===== src/rtl/ps2_host_tx.sv =====
// PS/2 host-to-device transmitter: inhibits the bus, issues a request-to-send and
// clocks one command byte plus odd parity and stop out on the device's clock.
module ps2_host_tx #(
   parameter int INHIBIT_CYCLES = 6000,
   parameter int START_TIMEOUT  = 750000,
   parameter int FRAME_TIMEOUT  = 100000,
   parameter int FILTER_CYCLES  = 4
) (
   input  logic       clock,
   input  logic       reset,
   input  logic [7:0] tx_data,
   input  logic       tx_valid,
   output logic       tx_ready,
   input  logic       PS2_CLK_in,
   input  logic       PS2_DAT_in,
   output logic       ps2_clk_oe,
   output logic       ps2_dat_oe,
   output logic       busy,
   output logic       tx_done,
   output logic       tx_ack_ok,
   output logic       tx_error
);

   localparam int MAX_A  = (START_TIMEOUT > FRAME_TIMEOUT) ? START_TIMEOUT : FRAME_TIMEOUT;
   localparam int MAX_L  = (MAX_A > INHIBIT_CYCLES) ? MAX_A : INHIBIT_CYCLES;
   localparam int CW     = $clog2(MAX_L + 1);
   localparam int FW     = $clog2(FILTER_CYCLES + 1);
   localparam logic [CW-1:0] INH_END   = CW'(INHIBIT_CYCLES - 1);
   localparam logic [CW-1:0] START_END = CW'(START_TIMEOUT - 1);
   localparam logic [CW-1:0] FRAME_END = CW'(FRAME_TIMEOUT - 1);
   localparam logic [FW-1:0] FLT_END   = FW'(FILTER_CYCLES - 1);

   typedef enum logic [2:0] {
      S_IDLE, S_INHIBIT, S_START, S_REQ, S_SHIFT, S_WAIT_IDLE, S_DONE, S_ERR
   } state_t;

   state_t          state, state_next;
   logic            clk_s1, clk_s, dat_s1, dat_s;
   logic            clk_f, clk_f_d, fall;
   logic [FW-1:0]   fcnt;
   logic [CW-1:0]   cnt;
   logic [3:0]      bitcnt;
   logic [7:0]      data_q;
   logic            parity_q, ack_q;
   logic [9:0]      frame_bits;
   logic            clk_oe_d, dat_oe_d;

   // Pad synchronisers and CLK stability filter; idle bus level is high.
   always_ff @(posedge clock) begin
      if (reset) begin
         clk_s1  <= 1'b1;
         clk_s   <= 1'b1;
         dat_s1  <= 1'b1;
         dat_s   <= 1'b1;
         clk_f   <= 1'b1;
         clk_f_d <= 1'b1;
         fcnt    <= '0;
      end else begin
         clk_s1  <= PS2_CLK_in;
         clk_s   <= clk_s1;
         dat_s1  <= PS2_DAT_in;
         dat_s   <= dat_s1;
         clk_f_d <= clk_f;
         if (clk_s == clk_f) begin
            fcnt <= '0;
         end else if (fcnt == FLT_END) begin
            clk_f <= clk_s;
            fcnt  <= '0;
         end else begin
            fcnt <= fcnt + 1'b1;
         end
      end
   end

   assign fall       = clk_f_d & ~clk_f;
   assign frame_bits = {1'b1, parity_q, data_q};

   // State register plus the registered pad enables.
   always_ff @(posedge clock) begin
      if (reset) begin
         state      <= S_IDLE;
         ps2_clk_oe <= 1'b0;
         ps2_dat_oe <= 1'b0;
      end else begin
         state      <= state_next;
         ps2_clk_oe <= clk_oe_d;
         ps2_dat_oe <= dat_oe_d;
      end
   end

   always_comb begin
      state_next = state;
      case (state)
         S_IDLE:      if (tx_valid) state_next = S_INHIBIT;
         S_INHIBIT:   if (cnt == INH_END) state_next = S_START;
         S_START:     state_next = S_REQ;
         S_REQ: begin
            if (fall)                    state_next = S_SHIFT;
            else if (cnt == START_END)   state_next = S_ERR;
         end
         S_SHIFT: begin
            if (fall && bitcnt == 4'd10) state_next = S_WAIT_IDLE;
            else if (cnt == FRAME_END)   state_next = S_ERR;
         end
         S_WAIT_IDLE: begin
            if (clk_f && dat_s)          state_next = S_DONE;
            else if (cnt == FRAME_END)   state_next = S_ERR;
         end
         S_DONE:      state_next = S_IDLE;
         S_ERR:       state_next = S_IDLE;
         default:     state_next = S_IDLE;
      endcase
   end

   // Next values of the pad enables are decoded from the state being entered.
   always_comb begin
      clk_oe_d  = (state_next == S_INHIBIT) || (state_next == S_START);
      dat_oe_d  = 1'b0;
      case (state_next)
         S_START, S_REQ: dat_oe_d = 1'b1;
         S_SHIFT: begin
            dat_oe_d = ps2_dat_oe;
            if (state == S_SHIFT && fall && bitcnt <= 4'd9) dat_oe_d = ~frame_bits[bitcnt];
         end
         default: dat_oe_d = 1'b0;
      endcase
      tx_ready  = (state == S_IDLE);
      busy      = (state != S_IDLE);
      tx_done   = (state == S_DONE);
      tx_ack_ok = (state == S_DONE) && ack_q;
      tx_error  = (state == S_ERR);
   end

   // The frame timer keeps running from SHIFT into WAIT_IDLE; any other transition restarts it.
   always_ff @(posedge clock) begin
      if (reset) begin
         data_q   <= '0;
         parity_q <= 1'b0;
         ack_q    <= 1'b0;
         bitcnt   <= '0;
         cnt      <= '0;
      end else begin
         if (state == S_IDLE && tx_valid) begin
            data_q   <= tx_data;
            parity_q <= ~^tx_data;
            ack_q    <= 1'b0;
         end
         if (state == S_REQ && fall)
            bitcnt <= '0;
         else if (state == S_SHIFT && fall && bitcnt != 4'd11)
            bitcnt <= bitcnt + 1'b1;
         if (state == S_SHIFT && fall && bitcnt == 4'd10)
            ack_q <= ~dat_s;
         if (state != state_next && !(state == S_SHIFT && state_next == S_WAIT_IDLE))
            cnt <= '0;
         else if (cnt != '1)
            cnt <= cnt + 1'b1;
      end
   end

endmodule


===== config.mk =====
export PLATFORM = sky130hd
export DESIGN_NAME = ps2_host_tx
export DESIGN_NICKNAME = d
export VERILOG_FILES = /design/src/rtl/ps2_host_tx.sv
export SDC_FILE = /design/constraint.sdc
export NUM_CORES = 1
export LEC_CHECK = 0
export CAP_MARGIN = 20
export CORE_UTILIZATION = 44
export DETAILED_ROUTE_END_ITERATION = 8
export PLACE_DENSITY = 0.67
export SLEW_MARGIN = 20
export SYNTH_ARGS = -nofsm -noshare
export SYNTH_HDL_FRONTEND = slang
export SYNTH_SLANG_ARGS = --single-unit

===== constraint.sdc =====
create_clock -name clock -period 3.25 [get_ports clock]
set_input_delay 0.4875 -clock clock [delete_from_list [all_inputs] [get_ports clock]]
set_output_delay 0.4875 -clock clock [all_outputs]
set_load 0.02 [all_outputs]

==> impl_metrics.sql, run 1 <==
INSERT INTO impl_metrics (metric_group, metric, value, unit) VALUES
('detailed_routing', 'drt_first_iter_violations', '127', ''),
('timing', 'finalCritPeriodShare', '77.00', '%'),
('power', 'switching_share', '23.16', '%'),
('synthesis', 'netlist_area', '0.002686', 'mm2'),
('placement', 'hpwl', '3996', 'um'),
('clock_network', 'cts.reportedPaths.clkPinSlew', '0.08', 'ns'),
('timing', 'timing_worst_slew_pin_value', '0.7688', 'ns'),
('timing', 'finalSetupTns', '0', 'ns'),
('synthesis', 'ys_seq_elements', '48', ''),
('critical_path', 'crit_path_max_incr_delay', '0.75', 'ns'),
('global_route', 'antenna_found_initial', '0', ''),
('clock_network', 'cts.root.buffer_cell', 'sky130_fd_sc_hd__clkbuf_8', ''),
('floorplanning', 'placement_rows', '28', ''),
('clock_network', 'cts_inserted_buffers', '5', ''),
('floorplanning', 'ioPinCount', '20', ''),
('detailed_routing', 'vias', '2211', ''),
('global_route', 'globalRouteMet3Util', '3.409', '%'),
('layout', 'nNetsFinal', '345', ''),
('power', 'register_share_of_total_power', '53.5', '%'),
('placement', 'numPortBuffers', '19', ''),
('critical_path', 'crit_path_end', 'cnt[6]$_SDFFE_PP0P_', ''),
('power', 'net-switching-power', '0.0002654', 'W'),
('layout', 'layout-drive-gt1-share', '6.748', '%'),
('timing', 'max_freq', '399.6', 'MHz'),
('synthesis', 'synthArstFlopShare', '0', '%'),
('power', 'clockPowerShare', '37.3', '%'),
('power', 'p_leak', '0.9478', 'nW'),
('worst_hold_path', 'timing.hold.worst.class', 'reg -> reg', ''),
('synthesis', 'synth_top_flop_cell', 'sky130_fd_sc_hd__dfxtp_1', ''),
('clock_network', 'cts-htree-levels', '2', ''),
('power', 'combPwrFrac', '9.2', '%'),
('clock_network', 'cts_resized', '0', ''),
('floorplanning', 'die-width', '80.14', 'um'),
('critical_path', 'critical_path.cell_chain', 'ha_1, nand3_4, or3_1, o21ai_1, and4_1, nor3_1', ''),
('placement', 'place.gp.congestion', '0.8754', ''),
('global_route', 'grt-busiest-layer', 'met2', ''),
('clock_network', 'cts_num_sinks', '48', ''),
('detailed_routing', 'wirelength', '5493', 'um'),
('power', 'power_density_cells', '380.3', 'mW/mm2'),
('floorplanning', 'die-area', '0.006422', 'mm2'),
('detailed_routing', 'detail_route.wl_per_cell', '13.70', 'um'),
('job', 'max_cap_viols', '0', ''),
('timing', 'rsz0062_at_grt', 'no', ''),
('power', 'peakVddDrop', '259.6', 'uV'),
('placement', 'dp.cells', '393', ''),
('critical_path', 'worst-r2r-setup-slack', '0.75', 'ns'),
('layout', 'area.growth.synth_to_final', '12.20', '%'),
('detailed_routing', 'drtPass1Iterations', '4', ''),
('timing', 'setup_viol_count_final', '0', ''),
('global_route', 'met1_usage', '26.85', '%'),
('detailed_routing', 'via_per_inst', '5.514', ''),
('synthesis', 'yosysWarnings', '0', ''),
('detailed_routing', 'post_route_drc_violation_count', '0', ''),
('layout', 'final_antenna_diode_count', '0', ''),
('clock_network', 'clock_tree_from_tritoncts', 'built', ''),
('critical_path', 'timing.rr.start', 'cnt[0]$_SDFFE_PP0P_', ''),
('clock_network', 'insertion_delay_to_the_later_sink_of_the_worst_skew_pair', '0.30', 'ns'),
('clock_network', 'post_cts_setup_buffer_count', '0', ''),
('critical_path', 'cp.required', '3.40', 'ns'),
('critical_path', 'endpoint_of_the_most_critical_register_to_register_path', 'cnt[6]$_SDFFE_PP0P_', ''),
('critical_path', 'setup.worst_path.start_class', 'flip-flop', ''),
('timing', 'timing.final.max_slew_violations', '0', ''),
('timing', 'timing_hold_violations_final', '0', ''),
('floorplanning', 'initial_utilization', '45.37', '%'),
('global_route', 'gr-total-overflow', '0', ''),
('timing', 'fin_ws', '0.7476', 'ns'),
('layout', 'final_cell_area', '0.003014', 'mm2'),
('synthesis', 'seq_area_frac_synth', '35.77', '%'),
('run_status', 'run_status', 'completed', ''),
('layout', 'filler_cell_count', '573', ''),
('synthesis', 'syn_inst', '315', '');
## cells by family (layout without fill, tap and decap cells)
group	count (synthesis)	after routing	share of synthesized area [%]
compound gates	45	45	11.18
xor+xnor	25	25	8.151
fa+ha+maj	7	7	3.260
buf+inv	27	38	4.332
flops	48	48	35.77
mux	8	8	3.447
simple gates	155	155	33.86
## power groups by stage
stage | sequential [W] | combinational [W] | clock (W)
after detailed placement | 0.000627 | 0.000106 | 0
after floorplan | 0.000624 | 0.0000730 | 0
after global placement | 0.000627 | 0.000104 | 0
after CTS | 0.000613 | 0.000106 | 0.000440
after global routing | 0.000616 | 0.000116 | 0.000463
final | 0.000613 | 0.000105 | 0.000428
## flip-flops by register name (all words and copies together) (netlist names)
signal,count
dat_s1,1
clk_f,1
ack_q,1
clk_s,1
clk_s1,1
cnt,20
state,3
fcnt,3
dat_s,1
ps2_dat_oe,1
ps2_clk_oe,1
bitcnt,4
data_q,8
clk_f_d,1
parity_q,1
## routing by layer
layer  share of wire [%]  wire (um)  up-vias
li1                    -          -     1145
met1                  51       2785     1019
met2                  44       2409       41
met3                 4.4        239        6
met4                 1.1         58        0
met5                   0          0        -
## Yosys cell counts, types with 4 or more instances
master                       n
sky130_fd_sc_hd__dfxtp_1    48
sky130_fd_sc_hd__nand2_1    33
sky130_fd_sc_hd__nor3_1     26
sky130_fd_sc_hd__xnor2_1    24
sky130_fd_sc_hd__a21oi_1    19
sky130_fd_sc_hd__nor2_1     15
sky130_fd_sc_hd__clkbuf_1   11
sky130_fd_sc_hd__nand3_1    11
sky130_fd_sc_hd__nand2b_1    9
sky130_fd_sc_hd__inv_1       8
sky130_fd_sc_hd__ha_1        7
sky130_fd_sc_hd__mux2i_1     7
sky130_fd_sc_hd__buf_2       6
sky130_fd_sc_hd__or2_2       6
sky130_fd_sc_hd__and2_1      5
sky130_fd_sc_hd__nand4_1     5
sky130_fd_sc_hd__nor4b_1     5
sky130_fd_sc_hd__and4_1      4
sky130_fd_sc_hd__nand4bb_1   4
sky130_fd_sc_hd__nor2b_1     4
sky130_fd_sc_hd__nor4_1      4
sky130_fd_sc_hd__o31ai_1     4
sky130_fd_sc_hd__or3_1       4
## cell usage in the layout (no fill, tap or decap), types with 5 or more instances in the layout
cell type,netlist,final
sky130_fd_sc_hd__dfxtp_1,48,48
sky130_fd_sc_hd__nand2_1,33,33
sky130_fd_sc_hd__nor3_1,26,26
sky130_fd_sc_hd__xnor2_1,24,24
sky130_fd_sc_hd__a21oi_1,19,19
sky130_fd_sc_hd__clkdlybuf4s50_1,0,19
sky130_fd_sc_hd__nor2_1,15,15
sky130_fd_sc_hd__nand3_1,11,11
sky130_fd_sc_hd__nand2b_1,9,9
sky130_fd_sc_hd__inv_1,8,8
sky130_fd_sc_hd__mux2i_1,7,7
sky130_fd_sc_hd__ha_1,7,7
sky130_fd_sc_hd__or2_2,6,6
sky130_fd_sc_hd__and2_1,5,5
sky130_fd_sc_hd__nor4b_1,5,5
sky130_fd_sc_hd__nand4_1,5,5
sky130_fd_sc_hd__clkbuf_8,0,5
## worst min-delay path by stage
| stage | slack [ns] | endpoint | from |
|---|---|---|---|
| finish | 0.42 | dat_s$_SDFF_PP1_ | dat_s1$_SDFF_PP1_ |
| global route | 0.43 | clk_s$_SDFF_PP1_ | clk_s1$_SDFF_PP1_ |
| CTS | 0.42 | dat_s$_SDFF_PP1_ | dat_s1$_SDFF_PP1_ |
| detailed placement | 0.40 | dat_s$_SDFF_PP1_ | dat_s1$_SDFF_PP1_ |
| global placement | 0.39 | dat_s$_SDFF_PP1_ | dat_s1$_SDFF_PP1_ |
| floorplan | 0.39 | clk_s$_SDFF_PP1_ | clk_s1$_SDFF_PP1_ |
## layout make-up
cell class | instances | area (um2) | share of cell area [%]
repair buffers | 22 | 212.7 | 7.057
flip-flops and latches | 48 | 960.9 | 31.88
inverters | 8 | 30.03 | 0.9963
well taps | 75 | 93.84 | 3.113
multi-input cells | 240 | 1609 | 53.38
clock inverters | 2 | 35.03 | 1.162
clock buffers | 6 | 72.57 | 2.408
## through the flow
step           power [W]  util, %
6_report        0.001146    50.91
5_1_grt         0.001195    50.91
4_1_cts         0.001160    50.91
3_5_place_dp   0.0007327    49.09
3_3_place_gp   0.0007308    49.09
2_1_floorplan  0.0006971        -
## critical path, delay by kind of cell (launching register included)
kind | cells | cell delay, ns
flip-flops | 1 | 0.40
adder cells (fa/ha/maj) | 1 | 0.27
AO/OA/AOI/OAI | 1 | 0.25
AND/OR/NAND/NOR | 4 | 1.44
(Power assumes the default switching activity.)
==> inputs of run 2 (changes only) <==
Settings changed: PLACE_DENSITY 0.67 to 0.69.
Clock period 3.25 ns to 2.2 ns, I/O delays scaled along.
==> impl_metrics.sql, run 2 (same netlist as run 1, synthesis figures left out) <==
INSERT INTO impl_metrics (metric_group, metric, value, unit) VALUES
('run_status', 'run_status', 'completed', ''),
('floorplanning', 'die-area', '0.006422', 'mm2'),
('timing', 'setup_viol_count_final', '0', ''),
('global_route', 'global_route_usage_sum', '19.88', '%'),
('floorplanning', 'die-width', '80.14', 'um'),
('worst_hold_path', 'holdCritStartpoint', 'clk_s1$_SDFF_PP1_', ''),
('global_route', 'gr-total-overflow', '0', ''),
('power', 'power_density_cells', '538.2', 'mW/mm2'),
('floorplanning', 'fp.dieH', '80.14', 'um'),
('global_route', 'largest_net_degree_at_the_start_of_global_routing', '25', ''),
('detailed_routing', 'drtPass1Iterations', '4', ''),
('detailed_routing', 'vias', '2378', ''),
('clock_network', 'cts.reportedPaths.clkPinSlew', '0.09', 'ns'),
('layout', 'layout.cells.most_common_list', 'sky130_fd_sc_hd__dfxtp_1, sky130_fd_sc_hd__nand2_1, sky130_fd_sc_hd__nor3_1, sky130_fd_sc_hd__buf_4, sky130_fd_sc_hd__xnor2_1', ''),
('floorplanning', 'ioPinCount', '20', ''),
('timing', 'finalSetupTns', '0', 'ns'),
('worst_hold_path', 'timing.hold.worst.class', 'reg -> reg', ''),
('power', 'p_leak', '1.065', 'nW'),
('detailed_routing', 'post_route_drc_violation_count', '0', ''),
('critical_path', 'worst-endpoint-arrival', '1.71', 'ns'),
('detailed_routing', 'detail-route-antenna-nets', '0', ''),
('layout', 'largest_register_ffs', '20', ''),
('floorplanning', 'initial_utilization', '45.37', '%'),
('clock_network', 'cts-htree-levels', '2', ''),
('detailed_routing', 'via_per_inst', '5.622', ''),
('detailed_routing', 'detail_route.wl_per_cell', '14.10', 'um'),
('layout', 'most_common_cell_after_layout_fill_and_taps_aside', 'sky130_fd_sc_hd__dfxtp_1', ''),
('layout', 'nNetsFinal', '367', ''),
('worst_hold_path', 'hold_end', 'clk_s$_SDFF_PP1_', ''),
('clock_network', 'cts_num_sinks', '48', ''),
('floorplanning', 'placement_rows', '28', ''),
('timing', 'fin_skew', '0.01299', 'ns'),
('timing', 'rsz0062_at_grt', 'no', ''),
('clock_network', 'cts.root.buffer_cell', 'sky130_fd_sc_hd__clkbuf_8', ''),
('global_route', 'routing_usage_on_met2', '30.34', '%'),
('critical_path', 'criticalPathCategory', 'reg -> out', ''),
('global_route', 'met1_usage', '28.01', '%'),
('global_route', 'number_of_global_route_vias_before_repair', '2134', ''),
('layout', 'area.growth.synth_to_final', '18.91', '%'),
('timing', 'timing_hold_violations_final', '0', ''),
('timing', 'max-slew-margin-rel', '60.41', '%'),
('global_route', 'grt-busiest-layer', 'met2', ''),
('floorplanning', 'placeableCoreArea', '0.005921', 'mm2'),
('critical_path', 'endpoint_of_the_most_critical_register_to_register_path', 'cnt[15]$_SDFFE_PP0P_', ''),
('layout', 'layout-drive-gt1-share', '14.66', '%'),
('critical_path', 'cp.required', '1.87', 'ns'),
('placement', 'numPortBuffers', '19', ''),
('clock_network', 'clock_tree_from_tritoncts', 'built', ''),
('global_route', 'globalRouteMet3Util', '4.318', '%'),
('critical_path', 'worst-r2r-setup-slack', '0.18', 'ns'),
('placement', 'placedInstanceArea', '0.003072', 'mm2'),
('layout', 'top_regs', 'cnt x20, data_q x8, bitcnt x4', ''),
('layout', 'final_cell_area', '0.003194', 'mm2'),
('timing', 'timing_worst_slew_pin_value', '0.5856', 'ns'),
('timing', 'finalCritPeriodShare', '92.57', '%'),
('global_route', 'first_pass_grt_wire_length', '9956', 'um'),
('clock_network', 'cts_inserted_buffers', '5', ''),
('detailed_routing', 'drt_first_iter_violations', '142', ''),
('job', 'max_cap_viols', '0', ''),
('critical_path', 'highest_fanout_seen_on_the_critical_path', '12', ''),
('clock_network', 'insertion_delay_to_the_later_sink_of_the_worst_skew_pair', '0.31', 'ns'),
('layout', 'regMostFlops', 'cnt', ''),
('global_route', 'antenna_found_initial', '0', ''),
('critical_path', 'timing.rr.start', 'cnt[11]$_SDFFE_PP0P_', ''),
('clock_network', 'post_cts_setup_buffer_count', '0', ''),
('critical_path', 'setup.worst_path.start_class', 'flip-flop', ''),
('timing', 'max_freq', '491.0', 'MHz'),
('clock_network', 'cts.path.max_buffers', '2', ''),
('worst_hold_path', 'hold-path-cell-count', '1', ''),
('power', 'peakVddDrop', '326.0', 'uV'),
('timing', 'timing.final.max_slew_violations', '0', ''),
('placement', 'place.gp.congestion', '0.9247', ''),
('critical_path', 'reg2reg_depth', '7', ''),
('critical_path', 'worstSetupEndpointType', 'primary output', ''),
('timing', 'finalCriticalPeriod', '2.036', 'ns'),
('layout', 'final_antenna_diode_count', '0', ''),
('placement', 'hpwl', '4466', 'um'),
('detailed_routing', 'wirelength', '5963', 'um');
[run 2: changes by cell type in the layout (fill, tap and decap cells not counted), sizes merged]
cell,delta
clkbuf,-1
buf,+22
clkinvlp,+1
[run 2: area by class of cell]
class	count	area, um2
Timing Repair Buffer	44	377.9
Inverter	8	30.03
Clock buffer	5	68.82
Tap cell	75	93.84
Clock inverter	3	42.54
Fill cell	525	2726
Sequential cell	48	964.7
Multi-Input combinational cell	240	1617
[run 2: what timing repair did]
item,4_1_cts,5_1_grt
hold buffers,0,0
resized for setup,1,5
setup endpoints to repair,1,7
hold endpoints to repair,0,0
[run 2: per-stage QoR]
step                      setup slack, ns  hold slack [ns]  utilization, %  power [W]  std cells
after global placement             0.1993           0.3931           51.88   0.001095        415
after detailed placement           0.1357           0.3970           51.88   0.001099        415
after CTS                         0.01070           0.4210           53.85   0.001737        423
after global routing              0.02370           0.4310           53.95   0.001793        423
final                              0.1635           0.4170           53.95   0.001719        423
after floorplan                    0.2912           0.3895               -   0.001030        315
[run 2: how the worst max path moves through the flow]
stage | start | to | cells after the start
after detailed placement | cnt[0]$_SDFFE_PP0P_ | cnt[18]$_SDFFE_PP0P_ | 7
after global placement | tx_valid | cnt[2]$_SDFFE_PP0P_ | 6
after floorplan | cnt[0]$_SDFFE_PP0P_ | cnt[0]$_SDFFE_PP0P_ | 7
after CTS | state[2]$_SDFF_PP0_ | tx_ack_ok | 3
after global routing | bitcnt[0]$_SDFFE_PP0P_ | cnt[18]$_SDFFE_PP0P_ | 8
final | state[1]$_SDFF_PP0_ | tx_ack_ok | 3
[run 2: metal layers]
metal  vias to the layer above  routed length [um]
met2                        58                2661
met5                         -                   0
met1                      1120                2947
met4                         0                  61
met3                         6                 292
li1                       1194                   -
[run 2: power breakdown]
part	total [W]	leakage, nW	switching, W	internal [W]
clock network	0.000640	0.0541	0.000304	0.000337
logic	0.000172	0.620	0.0000852	0.0000871
registers	0.000907	0.391	0.0000158	0.000891
[run 2: worst max-delay path, stage by stage (launching register included)]
cell	delay, ns
sky130_fd_sc_hd__dfxtp_2	0.46
sky130_fd_sc_hd__and3b_1	0.21
sky130_fd_sc_hd__and2_1	0.14
sky130_fd_sc_hd__clkdlybuf4s50_1	0.60
==> inputs of run 3 (changes only) <==
Settings changed: PLACE_DENSITY 0.69 to 0.77.
==> impl_metrics.sql, run 3 (same netlist as run 1, synthesis figures left out) <==
INSERT INTO impl_metrics (metric_group, metric, value, unit) VALUES
('power', 'report.power.total', '0.001740', 'W'),
('layout', 'nNetsFinal', '357', ''),
('timing', 'finalCritPeriodShare', '94.89', '%'),
('layout', 'final_antenna_diode_count', '0', ''),
('clock_network', 'clock_tree_from_tritoncts', 'built', ''),
('floorplanning', 'placeableCoreArea', '0.005921', 'mm2'),
('worst_hold_path', 'holdCritStartpoint', 'clk_s1$_SDFF_PP1_', ''),
('timing', 'setup_viol_count_final', '0', ''),
('global_route', 'number_of_global_route_vias_before_repair', '2147', ''),
('critical_path', 'setup.worst_path.start_class', 'flip-flop', ''),
('global_route', 'antenna_found_initial', '0', ''),
('power', 'power_density_cells', '556.2', 'mW/mm2'),
('floorplanning', 'placement_rows', '28', ''),
('timing', 'fin_skew', '0.01544', 'ns'),
('detailed_routing', 'post_route_drc_violation_count', '0', ''),
('power', 'net-switching-power', '0.0003942', 'W'),
('timing', 'timing_worst_slew_pin_value', '0.5699', 'ns'),
('worst_hold_path', 'timing.hold.worst.class', 'reg -> reg', ''),
('timing', 'max-slew-margin-rel', '61.47', '%'),
('floorplanning', 'die-area', '0.006422', 'mm2'),
('detailed_routing', 'drt_first_iter_violations', '160', ''),
('power', 'peakVddDrop', '387.3', 'uV'),
('floorplanning', 'fp.dieH', '80.14', 'um'),
('detailed_routing', 'drtPass1Iterations', '5', ''),
('critical_path', 'critical_path.cell_chain', 'and3b_1, and2_1, clkdlybuf4s50_1', ''),
('clock_network', 'cts_num_sinks', '48', ''),
('critical_path', 'reg2reg_depth', '6', ''),
('layout', 'largest_register_ffs', '20', ''),
('clock_network', 'ctsHoldBuffers', '0', ''),
('timing', 'timing_hold_violations_final', '0', ''),
('floorplanning', 'initial_utilization', '45.37', '%'),
('layout', 'top_regs', 'cnt x20, data_q x8, bitcnt x4', ''),
('critical_path', 'worst-path-stages', '3', ''),
('timing', 'finalSetupTns', '0', 'ns'),
('worst_hold_path', 'hold_end', 'clk_s$_SDFF_PP1_', ''),
('global_route', 'global_route_usage_sum', '19.87', '%'),
('critical_path', 'worst-r2r-setup-slack', '0.14', 'ns'),
('floorplanning', 'die-width', '80.14', 'um'),
('detailed_routing', 'wirelength', '5954', 'um'),
('clock_network', 'cts.path.max_buffers', '2', ''),
('critical_path', 'timing.rr.start', 'cnt[10]$_SDFFE_PP0P_', ''),
('layout', 'regMostFlops', 'cnt', ''),
('global_route', 'gr-total-overflow', '0', ''),
('floorplanning', 'ioPinCount', '20', ''),
('job', 'max_cap_viols', '0', ''),
('power', 'clockPowerShare', '38.2', '%'),
('layout', 'area.growth.synth_to_final', '16.49', '%'),
('placement', 'hpwl', '4493', 'um'),
('layout', 'layout-drive-gt1-share', '11.54', '%'),
('critical_path', 'worst_path_max_delay_cell', 'sky130_fd_sc_hd__clkdlybuf4s50_1', ''),
('critical_path', 'endpoint_of_the_most_critical_register_to_register_path', 'cnt[11]$_SDFFE_PP0P_', ''),
('critical_path', 'cp.required', '1.87', 'ns'),
('worst_hold_path', 'hold-path-cell-count', '1', ''),
('critical_path', 'worstSetupEndpointType', 'primary output', ''),
('detailed_routing', 'detail-route-antenna-nets', '0', ''),
('power', 'switching_share', '22.65', '%'),
('critical_path', 'worst-endpoint-arrival', '1.76', 'ns'),
('critical_path', 'criticalPathCategory', 'reg -> out', ''),
('run_status', 'run_status', 'completed', ''),
('layout', 'final_cell_area', '0.003129', 'mm2'),
('power', 'register_share_of_total_power', '52.1', '%'),
('timing', 'rsz0062_at_grt', 'no', ''),
('timing', 'finalCriticalPeriod', '2.088', 'ns'),
('critical_path', 'timing.critical_path.max_delay_family', 'buffers and inverters', ''),
('placement', 'placedInstanceArea', '0.002997', 'mm2'),
('global_route', 'first_pass_grt_wire_length', '9963', 'um'),
('clock_network', 'cts.root.buffer_cell', 'sky130_fd_sc_hd__clkbuf_8', ''),
('clock_network', 'cts.reportedPaths.clkPinSlew', '0.08', 'ns'),
('power', 'p_leak', '1.020', 'nW'),
('critical_path', 'crit_path_max_incr_delay', '0.62', 'ns'),
('detailed_routing', 'detail_route.wl_per_cell', '14.42', 'um'),
('detailed_routing', 'vias', '2373', ''),
('clock_network', 'cts-htree-levels', '2', ''),
('layout', 'layout.cells.most_common_list', 'sky130_fd_sc_hd__dfxtp_1, sky130_fd_sc_hd__nand2_1, sky130_fd_sc_hd__nor3_1', ''),
('global_route', 'largest_net_degree_at_the_start_of_global_routing', '25', ''),
('power', 'combPwrFrac', '9.7', '%'),
('timing', 'max_freq', '479.0', 'MHz'),
('critical_path', 'highest_fanout_seen_on_the_critical_path', '9', ''),
('layout', 'most_common_cell_after_layout_fill_and_taps_aside', 'sky130_fd_sc_hd__dfxtp_1', ''),
('placement', 'numPortBuffers', '19', ''),
('detailed_routing', 'via_per_inst', '5.746', ''),
('critical_path', 'worst-path-buf-inv', '1', ''),
('placement', 'place.gp.congestion', '0.8703', ''),
('clock_network', 'cts_inserted_buffers', '5', ''),
('timing', 'timing.final.max_slew_violations', '0', ''),
('clock_network', 'insertion_delay_to_the_later_sink_of_the_worst_skew_pair', '0.30', 'ns'),
('power', 'p_int', '0.001346', 'W');
run 3: changes by cell type in the layout (fill, tap and decap cells not counted), sizes merged:
cell / previous run / this run
clkinvlp: 1 / 0
clkbuf: 5 / 6
buf: 25 / 15
run 3: through the flow:
step | utilization (%) | hold slack, ns | cells | worst slack (ns)
after global routing | 52.85 | 0.4287 | 413 | 0.03468
after floorplan | - | 0.3895 | 315 | 0.2912
final | 52.85 | 0.4171 | 413 | 0.1124
after global placement | 50.61 | 0.3922 | 405 | 0.1904
after CTS | 52.66 | 0.4216 | 413 | 0.01169
after detailed placement | 50.61 | 0.4012 | 405 | 0.1104
run 3: cell type report:
| cell class | count | area, um2 |
|---|---|---|
| clock inverter | 2 | 38.79 |
| sequential | 48 | 963.4 |
| fill | 565 | 2791 |
| timing repair buffer | 34 | 302.8 |
| clock buffer | 6 | 82.58 |
| tap | 75 | 93.84 |
| inverter | 8 | 30.03 |
| multi-input combinational | 240 | 1618 |
run 3: worst max-delay path by stage:
stage | endpoint | start | slack [ns]
2_1_floorplan | cnt[0]$_SDFFE_PP0P_ | cnt[0]$_SDFFE_PP0P_ | 0.29
3_3_place_gp | cnt[16]$_SDFFE_PP0P_ | cnt[0]$_SDFFE_PP0P_ | 0.19
3_5_place_dp | cnt[3]$_SDFFE_PP0P_ | cnt[0]$_SDFFE_PP0P_ | 0.11
4_1_cts | tx_ready | state[2]$_SDFF_PP0_ | 0.01
5_1_grt | ps2_clk_oe$_SDFF_PP0_ | cnt[10]$_SDFFE_PP0P_ | 0.03
6_report | tx_ack_ok | state[1]$_SDFF_PP0_ | 0.11
run 3: what timing repair did:
action,in CTS,in global routing
setup endpoints to repair,0,22
buffers inserted,0,0
resized for setup,0,4
run 3: routing by layer:
layer | part of all wire (%) | up-vias | wire length [um] | global-route usage (%)
met5 | 0 | - | 0 | 0
met4 | 1.5 | 0 | 87 | 7.143
met3 | 4.9 | 7 | 290 | 2.841
met2 | 47 | 77 | 2789 | 31.20
met1 | 47 | 1121 | 2786 | 27.58
li1 | - | 1168 | - | -
run 3: power by group through the flow:
stage | registers, W | logic (W) | clock network (W)
floorplan | 0.000922 | 0.000108 | 0
global placement | 0.000926 | 0.000163 | 0
detailed placement | 0.000927 | 0.000167 | 0
CTS | 0.000907 | 0.000168 | 0.000678
global route | 0.000911 | 0.000186 | 0.000713
finish | 0.000907 | 0.000169 | 0.000664
